==> config.mk <==
export PLATFORM = sky130hd
export DESIGN_NAME = n64_poll_sequencer
export DESIGN_NICKNAME = d
export VERILOG_FILES = /design/src/rtl/n64_poll_sequencer.sv
export SDC_FILE = /design/constraint.sdc
export NUM_CORES = 1
export LEC_CHECK = 0
export ABC_CLOCK_PERIOD_IN_PS = 3600
export BUFFER_PORTS_ARGS = -buffer_cell sky130_fd_sc_hd__buf_4
export CORE_ASPECT_RATIO = 0.6
export CORE_UTILIZATION = 51
export CTS_CLUSTER_SIZE = 30
export DETAILED_ROUTE_END_ITERATION = 10
export PLACE_DENSITY_LB_ADDON = 0.2
export SETUP_SLACK_MARGIN = 0.05
export SYNTH_ARGS = -nofsm -noshare
export SYNTH_HDL_FRONTEND = slang
export SYNTH_SLANG_ARGS = --single-unit
==> constraint.sdc <==
create_clock -name clk -period 3.6 [get_ports clk]
set_input_delay 0.54 -clock clk [delete_from_list [all_inputs] [get_ports clk]]
set_output_delay 0.54 -clock clk [all_outputs]
set_load 0.01 [all_outputs]
==> src/rtl/n64_poll_sequencer.sv <==
// n64_poll_sequencer: drives the N64 command writer, then receives the
// controller reply on the shared data line and republishes it as a latched
// 32-bit button word. Polls repeat every POLL_PERIOD clocks while poll_en is high.
// Optional build macro N64_STATUS_PROBE_EN: after reset or a lost controller,
// a status command (8'h00) is sent first and its 24-bit reply validated.
module n64_poll_sequencer #(
    parameter int CLK_PER_BIT  = 400,
    parameter int SAMPLE_POINT = 200,
    parameter int RX_TIMEOUT   = 2000,
    parameter int POLL_PERIOD  = 1666666,
    parameter int BUSY_WAIT    = 4
) (
    input  logic        clk,
    input  logic        rst,
    input  logic        poll_en,
    output logic [7:0]  cmd_byte,
    output logic        cmd_en,
    input  logic        cmd_busy,
    input  logic        data_in,
    output logic [31:0] buttons,
    output logic        buttons_valid,
    output logic        ctrl_present
);

    // The shared counter times busy waits, sample points and edge timeouts;
    // a full bit cell must also fit so the width covers every use.
    localparam int CNT_M1  = (RX_TIMEOUT > CLK_PER_BIT) ? RX_TIMEOUT : CLK_PER_BIT;
    localparam int CNT_M2  = (CNT_M1 > SAMPLE_POINT) ? CNT_M1 : SAMPLE_POINT;
    localparam int CNT_MAX = (CNT_M2 > BUSY_WAIT) ? CNT_M2 : BUSY_WAIT;
    localparam int CNT_W   = $clog2(CNT_MAX + 1);
    localparam int PER_W   = $clog2(POLL_PERIOD + 1);

    localparam logic [CNT_W-1:0] SAMPLE_LAST = CNT_W'(SAMPLE_POINT - 1);
    localparam logic [CNT_W-1:0] RX_LAST     = CNT_W'(RX_TIMEOUT - 1);
    localparam logic [CNT_W-1:0] BUSY_LAST   = CNT_W'(BUSY_WAIT - 1);
    localparam logic [PER_W-1:0] PER_LAST    = PER_W'(POLL_PERIOD - 1);

    localparam logic [7:0] CMD_POLL   = 8'h01;
    localparam logic [7:0] CMD_STATUS = 8'h00;

    typedef enum logic [3:0] {
        IDLE, SEND, WAIT_BUSY, WAIT_DONE, RX_EDGE, RX_SAMPLE, RX_STOP, DONE, HOLDOFF
    } state_t;

    state_t            state_q, state_d;
    logic [CNT_W-1:0]  cnt_q, cnt_d, cnt_inc;
    logic [5:0]        bits_q, bits_d, last_bit;
    logic [PER_W-1:0]  period_q, period_d;
    logic [31:0]       shift_q, shift_d;
    logic [7:0]        cmd_byte_q, cmd_byte_d;
    logic              cmd_en_q, cmd_en_d;
    logic [31:0]       buttons_q, buttons_d;
    logic              valid_q, valid_d;
    logic              present_q, present_d;
    logic [2:0]        sync_q;
    logic              line, fall;

    // Two-flop synchroniser plus one history flop for falling-edge detection;
    // the idle line is high, so reset to ones to avoid a phantom edge.
    always_ff @(posedge clk or posedge rst) begin
        if (rst) begin
            sync_q <= 3'b111;
        end else begin
            sync_q <= {sync_q[1:0], data_in};
        end
    end

    assign line    = sync_q[1];
    assign fall    = sync_q[2] & ~sync_q[1];
    assign cnt_inc = (cnt_q == {CNT_W{1'b1}}) ? cnt_q : cnt_q + CNT_W'(1);

`ifdef N64_STATUS_PROBE_EN
    assign last_bit = (cmd_byte_q == CMD_STATUS) ? 6'd23 : 6'd31;
`else
    assign last_bit = 6'd31;
`endif

    // State, counters and registered outputs
    always_ff @(posedge clk or posedge rst) begin
        if (rst) begin
            state_q    <= IDLE;
            cnt_q      <= '0;
            bits_q     <= '0;
            period_q   <= '0;
            shift_q    <= '0;
            cmd_byte_q <= CMD_POLL;
            cmd_en_q   <= 1'b0;
            buttons_q  <= '0;
            valid_q    <= 1'b0;
            present_q  <= 1'b0;
        end else begin
            state_q    <= state_d;
            cnt_q      <= cnt_d;
            bits_q     <= bits_d;
            period_q   <= period_d;
            shift_q    <= shift_d;
            cmd_byte_q <= cmd_byte_d;
            cmd_en_q   <= cmd_en_d;
            buttons_q  <= buttons_d;
            valid_q    <= valid_d;
            present_q  <= present_d;
        end
    end

    // Next-state and next-output logic for the poll transaction
    always_comb begin
        state_d    = state_q;
        cnt_d      = cnt_q;
        bits_d     = bits_q;
        shift_d    = shift_q;
        period_d   = (period_q == PER_LAST) ? period_q : period_q + PER_W'(1);
        cmd_byte_d = cmd_byte_q;
        cmd_en_d   = 1'b0;
        buttons_d  = buttons_q;
        valid_d    = 1'b0;
        present_d  = present_q;

        case (state_q)
            IDLE: begin
                if (poll_en && !cmd_busy) state_d = SEND;
            end
            SEND: begin
                cnt_d   = '0;
                state_d = WAIT_BUSY;
            end
            WAIT_BUSY: begin
                if (cmd_busy) begin
                    state_d = WAIT_DONE;
                end else if (cnt_q >= BUSY_LAST) begin
                    present_d = 1'b0;
                    state_d   = HOLDOFF;
                end else begin
                    cnt_d = cnt_inc;
                end
            end
            WAIT_DONE: begin
                // The writer drives the line while busy; listening starts after.
                if (!cmd_busy) begin
                    cnt_d   = '0;
                    bits_d  = '0;
                    shift_d = '0;
                    state_d = RX_EDGE;
                end
            end
            RX_EDGE, RX_STOP: begin
                // Timeout runs from the previous edge, so cnt is not cleared here.
                if (fall) begin
                    cnt_d   = '0;
                    state_d = (state_q == RX_EDGE) ? RX_SAMPLE : DONE;
                end else if (cnt_q >= RX_LAST) begin
                    present_d = 1'b0;
                    state_d   = HOLDOFF;
                end else begin
                    cnt_d = cnt_inc;
                end
            end
            RX_SAMPLE: begin
                cnt_d = cnt_inc;
                if (cnt_q >= SAMPLE_LAST) begin
                    shift_d = {shift_q[30:0], line};
                    bits_d  = bits_q + 6'd1;
                    state_d = (bits_q == last_bit) ? RX_STOP : RX_EDGE;
                end
            end
            DONE: begin
`ifdef N64_STATUS_PROBE_EN
                if (cmd_byte_q == CMD_STATUS) begin
                    if (shift_q[23:8] == 16'h0500) begin
                        present_d = 1'b1;
                        state_d   = cmd_busy ? HOLDOFF : SEND;
                    end else begin
                        present_d = 1'b0;
                        state_d   = HOLDOFF;
                    end
                end else begin
                    buttons_d = shift_q;
                    valid_d   = 1'b1;
                    present_d = 1'b1;
                    state_d   = HOLDOFF;
                end
`else
                buttons_d = shift_q;
                valid_d   = 1'b1;
                present_d = 1'b1;
                state_d   = HOLDOFF;
`endif
            end
            HOLDOFF: begin
                if (period_q == PER_LAST) begin
                    if (!poll_en)      state_d = IDLE;
                    else if (!cmd_busy) state_d = SEND;
                end
            end
            default: state_d = IDLE;
        endcase

        // Entering SEND: one-cycle start pulse, fresh command byte, period restart.
        if (state_d == SEND && state_q != SEND) begin
            cmd_en_d = 1'b1;
            period_d = '0;
`ifdef N64_STATUS_PROBE_EN
            cmd_byte_d = present_d ? CMD_POLL : CMD_STATUS;
`else
            cmd_byte_d = CMD_POLL;
`endif
        end
    end

    assign cmd_byte      = cmd_byte_q;
    assign cmd_en        = cmd_en_q;
    assign buttons       = buttons_q;
    assign buttons_valid = valid_q;
    assign ctrl_present  = present_q;

endmodule

; Word-level counts from Yosys, hierarchy flattened
; Index checks and enable logic that the tools add are counted.
[op_classes]
n_lt_le_gt_ge = 3
addsub = 3
mux = 35
n_bitwise = 2
n_eq_ne = 22
div_mod_pow = 0
multipliers = 0
n_reduce_logical = 11
shifts = 0
[ops]
columns = op, n
row1 = 11-bit two-way mux, 6
row2 = 32-bit two-way mux, 2
row3 = 32-bit one-hot mux with 2 select lines, 1
row4 = 11-bit one-hot mux with 5 select lines, 1
row5 = 21-bit two-way mux, 2
row6 = 4-bit two-way mux, 10
row7 = 4-bit one-hot mux with 8 select lines, 1
row8 = 21-bit by 1-bit adder with 21-bit output (second input constant), 1
row9 = 21-bit equality test (second input constant), 1
row10 = 4-bit by 3-bit equality test with 1-bit output (second input constant), 4
row11 = 2-bit != test (second input constant), 7
row12 = 6-bit two-way mux, 2
row13 = 6-bit one-hot mux with 2 select lines, 1
row14 = 11-bit by 1-bit adder with 11-bit output (second input constant), 1
row15 = 11-bit equality test (second input constant), 1
row16 = 11-bit greater-or-equal comparator (second input constant), 1
row17 = 11-bit by 2-bit greater-or-equal comparator with 1-bit output (second input constant), 1
row18 = 11-bit by 8-bit greater-or-equal comparator with 1-bit output (second input constant), 1
row19 = 5-bit AND reduction, 2
row20 = 4-bit by 1-bit equality test with 1-bit output (second input constant), 2
row21 = 4-bit by 2-bit equality test with 1-bit output (second input constant), 2
row22 = 6-bit by 1-bit adder with 6-bit output (second input constant), 1
row23 = 6-bit by 5-bit equality test with 1-bit output (second input constant), 1
row24 = 1-bit two-way mux, 6
row25 = other kinds (16), 18
[totals]
latch_bits = 0
memories = 0
word_cells = 86
reg_bits = 112
rom_bits = 0
ram_bits = 0
out_inout_bits = 43
in_bits = 5

; Depth between registers and ports, before layout
; Gate-level depths: netlist of the first run.
[logic_depth]
word_depth = 7
mapped_depth = 9
depth_no_buf = 7

; Worst setup path after synthesis of the first run
; No wires, ideal clock.
[synth_path]
path_type = reg2reg
startpoint = reg cnt_q[0]
endpoint = reg cnt_q[6]
setup_slack_ns = 1.056
setup_time_ns = 0.078
synth_period_minus_slack_ns = 2.544
arrival_ns = 2.466
path_buffers = 0
stages_incl_launch_ff = 8
required_time_ns = 3.522
cell_sequence = dfrtp_1 > ha_1 > or4_1 > o311a_1 > a41oi_2 > nand3_2 > or4_1 > a21oi_1
[synth_via]
elab_chain_len = 5
elab_cells_between_ends = 13
cone_classes = 1 x add/sub / 2 x order compare / 3 x eq/ne / 6 x mux / 1 x reduce/logical
[synth_rtl]
columns = item, line
row1 = "start, declared", 46  ; logic [CNT_W-1:0] cnt_q, cnt_d, cnt_inc;
row2 = "start signal, assigned", 93  ; cnt_q <= cnt_d;
row3 = 11-bit by 1-bit adder with 11-bit output or 11-bit equality test (tied branches), 70  ; assign cnt_inc = (cnt_q == {CNT_W{1'b1}}) ? cnt_q : cnt_q + CNT_W'(1);
row4 = 11-bit two-way mux, 70
row5 = "11-bit two-way mux, on equally long branches", "150, 129"
row6 = "11-bit two-way mux, on equally long branches", "147, 127"
row7 = 11-bit one-hot mux with 5 select lines, 118  ; case (state_q)
; Parallel ways exist; a longest one is shown, timed or not. The select of a mux whose other input is x is not followed.
; A chain may end at the register's enable or synchronous reset.

; Worst setup path in the final report of the first run
; Same ends and word-level chain as after synthesis.

==> metrics.txt, run 1 <==
drt drc=0; post-route minimum period=approximately 2800 ps; Hold Crit Class=primary input to flop; Synth Area in XOR/XNOR=0.04278; max-cap viol count=0; Syn Area/Cell=just over 9 um^2; highest clock rate=approximately 360 MHz; IO Count=between 40 and 50; Post-CTS Setup Bufs=0; hpwl dp=roughly 6700 um; largest net degree at the start of global routing=71; Compound-Gate Fraction of Synth Area=0.08946; via count=a little under 4000; Die W=between 100 and 150 um; Yosys top cell by area=dfrtp_1; Core ar.=9459 um^2; sw frac=0.3454; TritonRoute pass-1 iters=5; Power Density=749.5 nW/um^2; utilization after layout=0.6161; Worst path slowest cell=or4_1; Yosys cell types=between 50 and 60; Congestion Overflow GR=0; hold depth=1; first-pass GRT wire length=17270 um; worst path cell trace=ha_1 > or4_1 > o311a_1 > a41oi_2 > nand3_2 > or4_1 > a21oi_1; Synth Flop Type=dfrtp_1; largest family of logic cells by synthesized area=simple AND/OR/NAND/NOR gates; vias in the first global route=3524; FF+latch count, synth=approximately 110; die area=10450 um^2; Worst VDD drop=roughly 370 uV; Rel. slew slack=0.1962; final period utilization=0.7737; Syn. warnings=0; Post-layout nets=599; FF/Latch Area=around 2800 um^2; Comb pwr share=0.279; Root Driver=clkbuf_16; multi-input combinational cell area=between 2000 and 2500 um^2; endpoints failing setup=0; CP Buf/Inv Count=0; RSZ-0062 raised after global routing=no; top cells by area, synth=dfrtp_1, nand2_1, o21ai_0; number of synthesized flops with an enable pin=0; sequential power share=0.478; P_sw=about 1500 uW; CP Capture Type=flop; reg2reg path depth=7; clock latency on the worst-skew pair=between 300 and 400 ps; Critical R2R Capture=cnt_q[6]; ANT cells=0; synthesized area=slightly above 5000 um^2; clock power share=0.243; FP Rows=27; number of fill cells in the layout=about 830; DRT iter0 DRCs=approximately 330; leakage power=0.002810 uW; crit path launch type=flop; internal power=~2900 uW; Synth async-reset ratio=1.000; CTS tree=built; GRT Overall Usage=0.2089; CTS buffer count=9; worst r2r src=cnt_q[0]; H-tree depth=3; run status=finished, final reports clean; RD Place Congestion=between 0.9 and 1; Tot Pwr=roughly 4400 uW; WP depth=7; DRT Wirelength=between 10000 and 15000 um; critical path required time=3870 ps; Final Skew=about 11 ps; crit path DAT=around 3100 ps; Die Y=roughly 80 um; Clock Sinks=about 110; final instance area=5828 um^2; antenna violations before repair=0; critical path's top delay family=simple AND/OR/NAND/NOR gates; Gate Count Post-Synth=between 500 and 600; layout cells sized above 1=0.1277; crit path kind=flop to flop; top cell type's share of synthesized area=0.5329; Adder-Cell Fraction of Synth Area=0.009778; Pins Over Slew Limit=0; critical path's most frequent cell=or4_1; Simple-Gate Fraction of Synth Area=0.2640; Hold Crit Endpoint=sync_q[0]; final-report hold violation count=0; clock tree buffer depth=2; Area Overhead vs Synth=13.86%; Critical Path Max Stage Delay=a little under 600 ps; post-synthesis sequential area ratio=0.5483; Detail Route Antenna Nets=0; Reg clk slew, reported paths=~70 ps; Initial Utilization=0.5411; CTS Hold Bufs=0; worst hold start=data_in; WL per Instance=14.04 um; Sum Neg Setup Slack=0 ps; reg2reg setup slack=between 800 and 900 ps; Buffers on Ports=39; Max FO, Critical Path=6; Vias/cell=5.371; post-synthesis mux area share=0.004155; Least-Margin Pin Slew=between 1000 and 1500 ps; cts repair resizes=0; dpl cell area=about 5500 um^2
## cell type report
class / count / area share
clock buffers: 11 / 0.04337
clock inverters: 5 / 0.01267
inverters: 7 / 0.004938
multi-input cells: 414 / 0.3682
flip-flops and latches: 112 / 0.4815
well taps: 130 / 0.02791
repair buffers: 46 / 0.06140
## sequential cells by signal (all words and copies together), names as in the netlist
name and cells:
bits_q 6, state_q 4, buttons 32, buttons_valid 1
shift_q 32, sync_q 3, cnt_q 11, period_q 21
cmd_en 1, ctrl_present 1
## power by group through the flow
stage / logic (uW) / registers (uW) / clock network [uW]
after floorplan: 710 / 2070 / 0
after global placement: 1180 / 2080 / 0
after detailed placement: 1230 / 2090 / 0
after CTS: 1230 / 2080 / 1090
after global routing: 1380 / 2150 / 1140
final: 1220 / 2090 / 1060
## logic make-up (layout without fill, tap and decap cells)
family,Yosys count,count (layout)
AND/OR/NAND/NOR,300,300
flip-flops,112,112
AO/OA/AOI/OAI,75,75
buffers and inverters,44,69
XOR/XNOR,25,25
adder cells (fa/ha/maj),4,4
other,2,8
multiplexers,2,2
## routing by layer
metal / vias to the layer above / wire length [um] / share of wire / global-route usage
met5: - / 0 / 0 / 0
met4: 0 / 70 / 0.0069 / 0.05930
met3: 7 / 502 / 0.049 / 0.04698
met2: 93 / 4398 / 0.43 / 0.3032
met1: 1887 / 5206 / 0.51 / 0.3124
li1: 1907 / - / - / -
## cell usage after synthesis (2+ instances only)
cell type	n
nand2_1	186
dfrtp_1	109
nor2_1	40
o21ai_0	37
clkbuf_1	26
xor2_1	18
a21oi_1	12
nand3_1	12
or3_1	10
nand4_1	9
buf_4	8
xnor2_1	7
inv_1	6
nor3_1	6
o21ai_1	6
and3_1	4
ha_1	4
nor3b_1	4
or4_1	4
dfstp_2	3
nand2b_1	3
nor2b_1	3
nor4bb_1	3
a211oi_1	2
a21boi_0	2
and2_1	2
and4_1	2
buf_2	2
conb_1	2
nand3b_1	2
nor4_1	2
o31ai_1	2
## per-stage QoR
step	hold WS [ps]	instances	setup slack, ps
6_report	298.4	725	814.8
5_1_grt	285.3	725	709.0
2_1_floorplan	345.2	570	106.0
3_5_place_dp	349.7	709	845.3
4_1_cts	285.9	725	833.6
3_3_place_gp	350.6	709	937.0
## placed cells by master, fill, tap and decap left out, drive strengths merged, types with 3 or more instances in the layout
cell type  instances
conb               8
nor3b              4
dfrtp            109
or3               10
dfstp              3
o21ai             43
nor3               6
xnor2              7
and3               4
ha                 4
nor2b              3
nand2            186
clkbuf            11
a21oi             12
nand3             13
inv                8
buf               46
or4                5
nor4bb             3
nand4              9
nor2              40
xor2              18
clkinv             3
nand2b             3
## worst max-delay path by stage
stage                     startpoint   endpoint
after global placement      cnt_q[0]   cnt_q[9]
after floorplan                  rst  bits_q[0]
after CTS                   cnt_q[0]   cnt_q[7]
after global routing        cnt_q[0]   cnt_q[6]
after detailed placement    cnt_q[0]   cnt_q[7]
final                       cnt_q[0]   cnt_q[6]
Power figures use the tool's default switching activity.
==> run 2, diff against run 1 <==
--- a/config.mk
+++ b/config.mk
@@ -5,7 +5,8 @@
 export SDC_FILE = /design/constraint.sdc
 export NUM_CORES = 1
 export LEC_CHECK = 0
-export ABC_CLOCK_PERIOD_IN_PS = 3600
+export ABC_AREA = 1
+export ABC_CLOCK_PERIOD_IN_PS = 2300
 export BUFFER_PORTS_ARGS = -buffer_cell sky130_fd_sc_hd__buf_4
 export CORE_ASPECT_RATIO = 0.6
 export CORE_UTILIZATION = 51
==> constraint.sdc (replaced) <==
create_clock -name clk -period 2.3 [get_ports clk]
set_input_delay 0.345 -clock clk [delete_from_list [all_inputs] [get_ports clk]]
set_output_delay 0.345 -clock clk [all_outputs]
set_load 0.01 [all_outputs]
==> metrics.txt, run 2 <==
vias in the first global route=4016 (was 3524); CP Buf/Inv Count=1 (was 0); crit path kind=flop to flop (unchanged); CP Capture Type=flop (unchanged); Hold Crit Class=primary input to async pin (was primary input to flop); FP Rows=28 (was 27); crit path DAT=2240 ps (was 3060 ps); number of synthesized flops with an enable pin=0 (unchanged); DRT iter0 DRCs=354 (was 333); critical path required time=2550 ps (was 3870 ps); Reg clk slew, reported paths=80 ps (was 70 ps); crit path to=cnt_q[1] (was cnt_q[6]); critical path's top delay family=simple AND/OR/NAND/NOR gates (unchanged); Worst VDD drop=518.8 uV (was 365.8 uV); synthesized area=5389 um^2 (was 5119 um^2); DRT Wirelength=11270 um (was 10180 um); via count=4223 (was 3894); CTS buffer count=9 (unchanged); drt drc=0 (unchanged); clock latency on the worst-skew pair=360 ps (was 350 ps); Clock Sinks=112 (unchanged); crit path launch type=flop (unchanged); Power Density=1159 nW/um^2 (was 749.5 nW/um^2); Simple-Gate Fraction of Synth Area=0.2422 (was 0.2640); critical path's most frequent cell=nand2_1 (was or4_1); Pins Over Slew Limit=0 (unchanged); Rel. slew slack=0.6368 (was 0.1962); max-cap viol count=0 (unchanged); worst path cell trace=ha_2 > nand3_1 > nand2_1 > o21ai_1 > nand2_2 > o2111ai_1 > nand2_1 > clkinvlp_4 > nand2_1 > nand2_1 (was ha_1 > or4_1 > o311a_1 > a41oi_2 > nand3_2 > or4_1 > a21oi_1); leakage power=0.003074 uW (was 0.002810 uW); Synth Flop Type=dfrtp_1 (unchanged); clock tree buffer depth=2 (unchanged); most frequent cells in the layout=nand2_1, dfrtp_1, inv_1 (was nand2_1, dfrtp_1, buf_4); WP depth=10 (was 7); Root Driver=clkbuf_16 (unchanged); Congestion Overflow GR=0 (unchanged); Die W=134.7 um (was 131.3 um); GRT Overall Usage=0.2265 (was 0.2089); largest family of logic cells by synthesized area=simple AND/OR/NAND/NOR gates (unchanged); Least-Margin Pin Slew=543.7 ps (was 1175 ps); FF+latch count, synth=112 (unchanged); Adder-Cell Fraction of Synth Area=0.009287 (was 0.009778); Critical R2R Capture=cnt_q[1] (was cnt_q[6]); cts repair resizes=0 (unchanged); utilization after layout=0.6141 (was 0.6161); Vias/cell=5.194 (was 5.371); final instance area=6175 um^2 (was 5828 um^2); layout cells sized above 1=0.1549 (was 0.1277); Post-CTS Setup Bufs=0 (unchanged); Sum Neg Setup Slack=0 ps (unchanged); Gate Count Post-Synth=636 (was 564); Buffers on Ports=39 (unchanged); antenna violations before repair=0 (unchanged); Synth Area in XOR/XNOR=0.04388 (was 0.04278); Yosys cell types=36 (was 58); post-synthesis mux area share=0.001857 (was 0.004155); most common cell in the synthesized netlist=nand2_1 (unchanged); DP Worst Slack=228.2 ps (was 845.3 ps); Area Overhead vs Synth=14.58% (was 13.86%); run status=finished, final reports clean (unchanged); Max FO, Critical Path=11 (was 6); reg2reg setup slack=310 ps (was 810 ps); reg2reg path depth=10 (was 7); Yosys top cell by area=dfrtp_1 (unchanged); RSZ-0062 raised after global routing=no (unchanged); synth cell count leaders=nand2_1, dfrtp_1, inv_1 (was nand2_1, dfrtp_1, nor2_1); highest clock rate=501.5 MHz (was 359.0 MHz); endpoints failing setup=0 (unchanged); commonest non-fill, non-tap cell in the layout=nand2_1 (unchanged); Syn Area/Cell=8.473 um^2 (was 9.076 um^2); RD Place Congestion=0.9670 (was 0.9299); Post-layout nets=682 (was 599); CTS tree=built (unchanged); top cell type's share of synthesized area=0.5062 (was 0.5329); largest net degree at the start of global routing=65 (was 71); Die Y=81.63 um (was 79.60 um); Setup WS post-layout=306.1 ps (was 814.8 ps); final-report hold violation count=0 (unchanged); IO Count=48 (unchanged); Initial Utilization=0.5360 (was 0.5411); CP startpoint=cnt_q[0] (unchanged); first-pass GRT wire length=19320 um (was 17270 um); Worst path slowest cell=dfrtp_1 (was or4_1); final period utilization=0.8669 (was 0.7737); ANT cells=0 (unchanged); worst r2r src=cnt_q[0] (unchanged); CTS Hold Bufs=0 (unchanged); top cells by area, synth=dfrtp_1, nand2_1, inv_1 (was dfrtp_1, nand2_1, o21ai_0); Detail Route Antenna Nets=0 (unchanged); post-synthesis sequential area ratio=0.5208 (was 0.5483); die area=11000 um^2 (was 10450 um^2); dpl cell area=5808 um^2 (was 5502 um^2); hpwl dp=7768 um (was 6651 um); Core ar.=10050 um^2 (was 9459 um^2); Final Skew=14.97 ps (was 11.09 ps); H-tree depth=3 (unchanged); post-route minimum period=1994 ps (was 2785 ps); Synth async-reset ratio=1.000 (unchanged); Critical Path Max Stage Delay=490 ps (was 590 ps); Compound-Gate Fraction of Synth Area=0.08776 (was 0.08946); TritonRoute pass-1 iters=4 (was 5); Syn. warnings=0 (unchanged); WL per Instance=13.86 um (was 14.04 um); number of fill cells in the layout=862 (was 832)
==> run 2: layer usage <==
layer | vias to the layer above | routed length (um) | GRT usage
li1 | 2078 | - | -
met1 | 2024 | 5547 | 0.3193
met2 | 110 | 5095 | 0.3552
met3 | 11 | 508 | 0.04568
met4 | 0 | 114 | 0.07079
met5 | - | 0 | 0
==> run 2: metrics by stage <==
step           total power [uW]  instances  hold WS (ps)
3_5_place_dp               5333        797         348.4
5_1_grt                    7635        813         92.62
3_3_place_gp               5227        797         347.9
2_1_floorplan              4536        642         345.2
4_1_cts                    7200        813         54.39
6_report                   7157        813         40.58
==> run 2: worst min path at each step <==
stage | start | to | slack [ps]
2_1_floorplan | sync_q[0] | sync_q[1] | 350
3_3_place_gp | sync_q[0] | sync_q[1] | 350
3_5_place_dp | sync_q[0] | sync_q[1] | 350
4_1_cts | rst | buttons[28] | 50
5_1_grt | rst | buttons_valid | 90
6_report | rst | buttons[28] | 40
==> run 2: cells by family (layout without fill, tap and decap cells) <==
| logic type | count (synthesis) | after routing |
|---|---|---|
| fa+ha+maj | 4 | 4 |
| flops | 112 | 112 |
| other cells | 2 | 8 |
| simple gates | 294 | 294 |
| compound gates | 84 | 84 |
| xor+xnor | 27 | 27 |
| buf+inv | 112 | 148 |
| mux | 1 | 1 |
==> run 2: final cells by class <==
cell class                      count  area, um^2  area share
Sequential cell                   112        2806      0.4545
Tap cell                          135       168.9     0.02736
Clock inverter                      7       132.6     0.02148
Inverter                           81       311.5     0.05046
Multi-Input combinational cell    418        2110      0.3416
Timing Repair Buffer               51       420.4     0.06809
Clock buffer                        9       225.2     0.03647
==> run 2: worst reg2reg max path, stage by stage (launching register included) <==
cell        delay (ps)
dfrtp_1            490
ha_2               290
nand3_1            130
nand2_1             90
o21ai_1            100
nand2_2            120
o2111ai_1          110
nand2_1            150
clkinvlp_4         230
nand2_1            140
nand2_1             50
==> run 2: power by group <==
group          total [uW]  switching [uW]  internal [uW]
logic                2360            1440            924
registers            2960             370           2590
clock network        1830             748           1090
==> run 3, diff against run 2 <==
--- a/config.mk
+++ b/config.mk
@@ -12,6 +12,7 @@
 export CORE_UTILIZATION = 51
 export CTS_CLUSTER_SIZE = 30
 export DETAILED_ROUTE_END_ITERATION = 10
+export GPL_TIMING_DRIVEN = 0
 export PLACE_DENSITY_LB_ADDON = 0.2
 export SETUP_SLACK_MARGIN = 0.05
 export SYNTH_ARGS = -nofsm -noshare
==> metrics.txt, run 3 (synthesized netlist as in run 2, its figures left out) <==
clock latency on the worst-skew pair=360 ps (about the same); Setup WS post-layout=250.3 ps (was 306.1 ps); Post-CTS Setup Bufs=0 (unchanged); Buffers on Ports=39 (unchanged); Power Density=1127 nW/um^2 (was 1159 nW/um^2); Die W=134.7 um (unchanged); IO Count=48 (unchanged); Core ar.=10050 um^2 (unchanged); Root Driver=clkbuf_16 (unchanged); ANT cells=0 (unchanged); dpl cell area=5917 um^2 (was 5808 um^2); critical path's most frequent cell=nand2_2 (was nand2_1); placed insts=818 (was 797); DRT iter0 DRCs=360 (was 354); Rel. slew slack=0.5703 (was 0.6368); Worst VDD drop=623.1 uV (was 518.8 uV); utilization after layout=0.6202 (was 0.6141); first-pass GRT wire length=20380 um (was 19320 um); P_sw=2698 uW (was 2557 uW); sw frac=0.3837 (was 0.3572); Vias/cell=5.170 (was 5.194); Comb pwr share=0.348 (was 0.330); worst path cell trace=ha_2 > nand3_1 > nor2_1 > nor2_2 > nand2_2 > nand2_2 > nand2_1 > buf_4 > buf_6 > o22ai_1 (was ha_2 > nand3_1 > nand2_1 > o21ai_1 > nand2_2 > o2111ai_1 > nand2_1 > clkinvlp_4 > nand2_1 > nand2_1); TritonRoute pass-1 iters=5 (was 4); reg2reg path depth=10 (unchanged); final instance area=6236 um^2 (was 6175 um^2); CTS tree=built (unchanged); CTS buffer count=9 (unchanged); final-report hold violation count=0 (unchanged); Area Overhead vs Synth=15.72% (was 14.58%); met3 WL=549 um (was 508 um); Die Y=81.63 um (unchanged); critical path's top delay family=simple AND/OR/NAND/NOR gates (unchanged); via count=4312 (was 4223); run status=finished, final reports clean (unchanged); Least-Margin Pin Slew=643.2 ps (was 543.7 ps); vias in the first global route=4053 (was 4016); Min Hold Slack=69.45 ps (was 40.58 ps); Critical Path Max Stage Delay=460 ps (was 490 ps); Reg clk slew, reported paths=80 ps (about the same); CP startpoint=cnt_q[0] (unchanged); cts repair resizes=0 (unchanged); antenna violations before repair=0 (unchanged); post-route minimum period=2050 ps (was 1994 ps); die area=11000 um^2 (unchanged); CP Buf/Inv Count=2 (was 1); CP Capture Type=flop (unchanged); FP Rows=28 (unchanged); Post-layout nets=703 (was 682); DRT Wirelength=11640 um (was 11270 um); Worst path slowest cell=dfrtp_2 (was dfrtp_1); Pins Over Slew Limit=0 (unchanged); highest clock rate=487.9 MHz (was 501.5 MHz); layout cells sized above 1=0.1660 (was 0.1549); commonest non-fill, non-tap cell in the layout=nand2_1 (unchanged); DP Worst Slack=175.1 ps (was 228.2 ps); crit path launch type=flop (unchanged); leakage power=0.003127 uW (was 0.003074 uW); max-cap viol count=0 (unchanged); RD Place Congestion=0.9402 (was 0.9670); largest net degree at the start of global routing=44 (was 65); final period utilization=0.8912 (was 0.8669); internal power=4333 uW (was 4600 uW); GRT Overall Usage=0.2399 (was 0.2265); WL per Instance=13.96 um (was 13.86 um); Final Skew=6.710 ps (was 14.97 ps); clock tree buffer depth=2 (unchanged); Detail Route Antenna Nets=0 (unchanged); Hold Crit Class=primary input to async pin (unchanged); Max FO, Critical Path=10 (was 11); top routing layer in use=met4 (unchanged); endpoints failing setup=0 (unchanged); Metal-1 WL=6036 um (was 5547 um); worst r2r src=cnt_q[0] (unchanged); Clock Sinks=112 (unchanged); reg2reg setup slack=250 ps (was 310 ps); most frequent cells in the layout=nand2_1, dfrtp_1, inv_1 (unchanged); final cell count without fillers=834 (was 813); critical path required time=2530 ps (was 2550 ps); clock power share=0.234 (was 0.256); crit path DAT=2280 ps (was 2240 ps); Critical R2R Capture=shift_q[8] (was cnt_q[1]); RSZ-0062 raised after global routing=no (unchanged); metal2 WL=4934 um (was 5095 um); H-tree depth=3 (unchanged); Initial Utilization=0.5360 (unchanged); crit path kind=flop to flop (unchanged); hpwl dp=8315 um (was 7768 um); drt drc=0 (unchanged); sequential power share=0.418 (was 0.413); Congestion Overflow GR=0 (unchanged); CTS Hold Bufs=0 (unchanged)
## run 3: changes by cell type in the layout (fill, tap and decap cells not counted), moves of 2 or more
| cell | change |
|---|---|
| buf_6 | +3 |
| buf_2 | +7 |
| inv_8 | +5 |
| dfrtp_1 | -2 |
| buf_1 | +2 |
| clkbuf_1 | +8 |
| bufinv_16 | -3 |
| dfrtp_2 | +2 |
| inv_6 | -3 |
## run 3: final cells by class
class,instances,area [um^2]
fillers,860,3819
flip-flops and latches,112,2809
multi-input cells,418,2107
repair buffers,41,332.8
inverters,81,307.8
clock buffers,9,225.2
plain buffers,31,196.4
well taps,135,168.9
clock inverters,7,88.84
## run 3: metal layers
layer	vias to the layer above	global-route usage
li1	2129	-
met1	2069	0.3571
met2	104	0.3562
met3	10	0.05062
met4	0	0.06067
met5	-	0
## run 3: power groups by stage
stage / clock network, uW / logic (uW) / registers, uW
finish: 1640 / 2450 / 2940
global route: 1740 / 2740 / 3020
CTS: 1670 / 2440 / 2940
detailed placement: 0 / 2430 / 2970
global placement: 0 / 2330 / 2960
floorplan: 0 / 1530 / 3010
## run 3: how the worst max path moves through the flow
stage | endpoint | slack (ps) | cells past startpoint
4_1_cts | shift_q[6] | 120 | 10
3_3_place_gp | period_q[10] | -70 | 2
6_report | shift_q[8] | 250 | 10
2_1_floorplan | period_q[0] | 540 | 11
3_5_place_dp | period_q[2] | 180 | 11
5_1_grt | cnt_q[5] | 80 | 11
## run 3: through the flow
stage / power [uW] / setup TNS (ps)
after CTS: 7045 / 0
after detailed placement: 5395 / 0
after global routing: 7499 / 0
after floorplan: 4536 / 0
after global placement: 5288 / -6698
final: 7030 / 0
## run 3: worst register-to-register path, delay by kind of cell (launching register included)
family,cells,cell delay [ps]
compound gates,1,80
fa+ha+maj,1,290
buf+inv,2,370
flops,1,460
simple gates,6,730
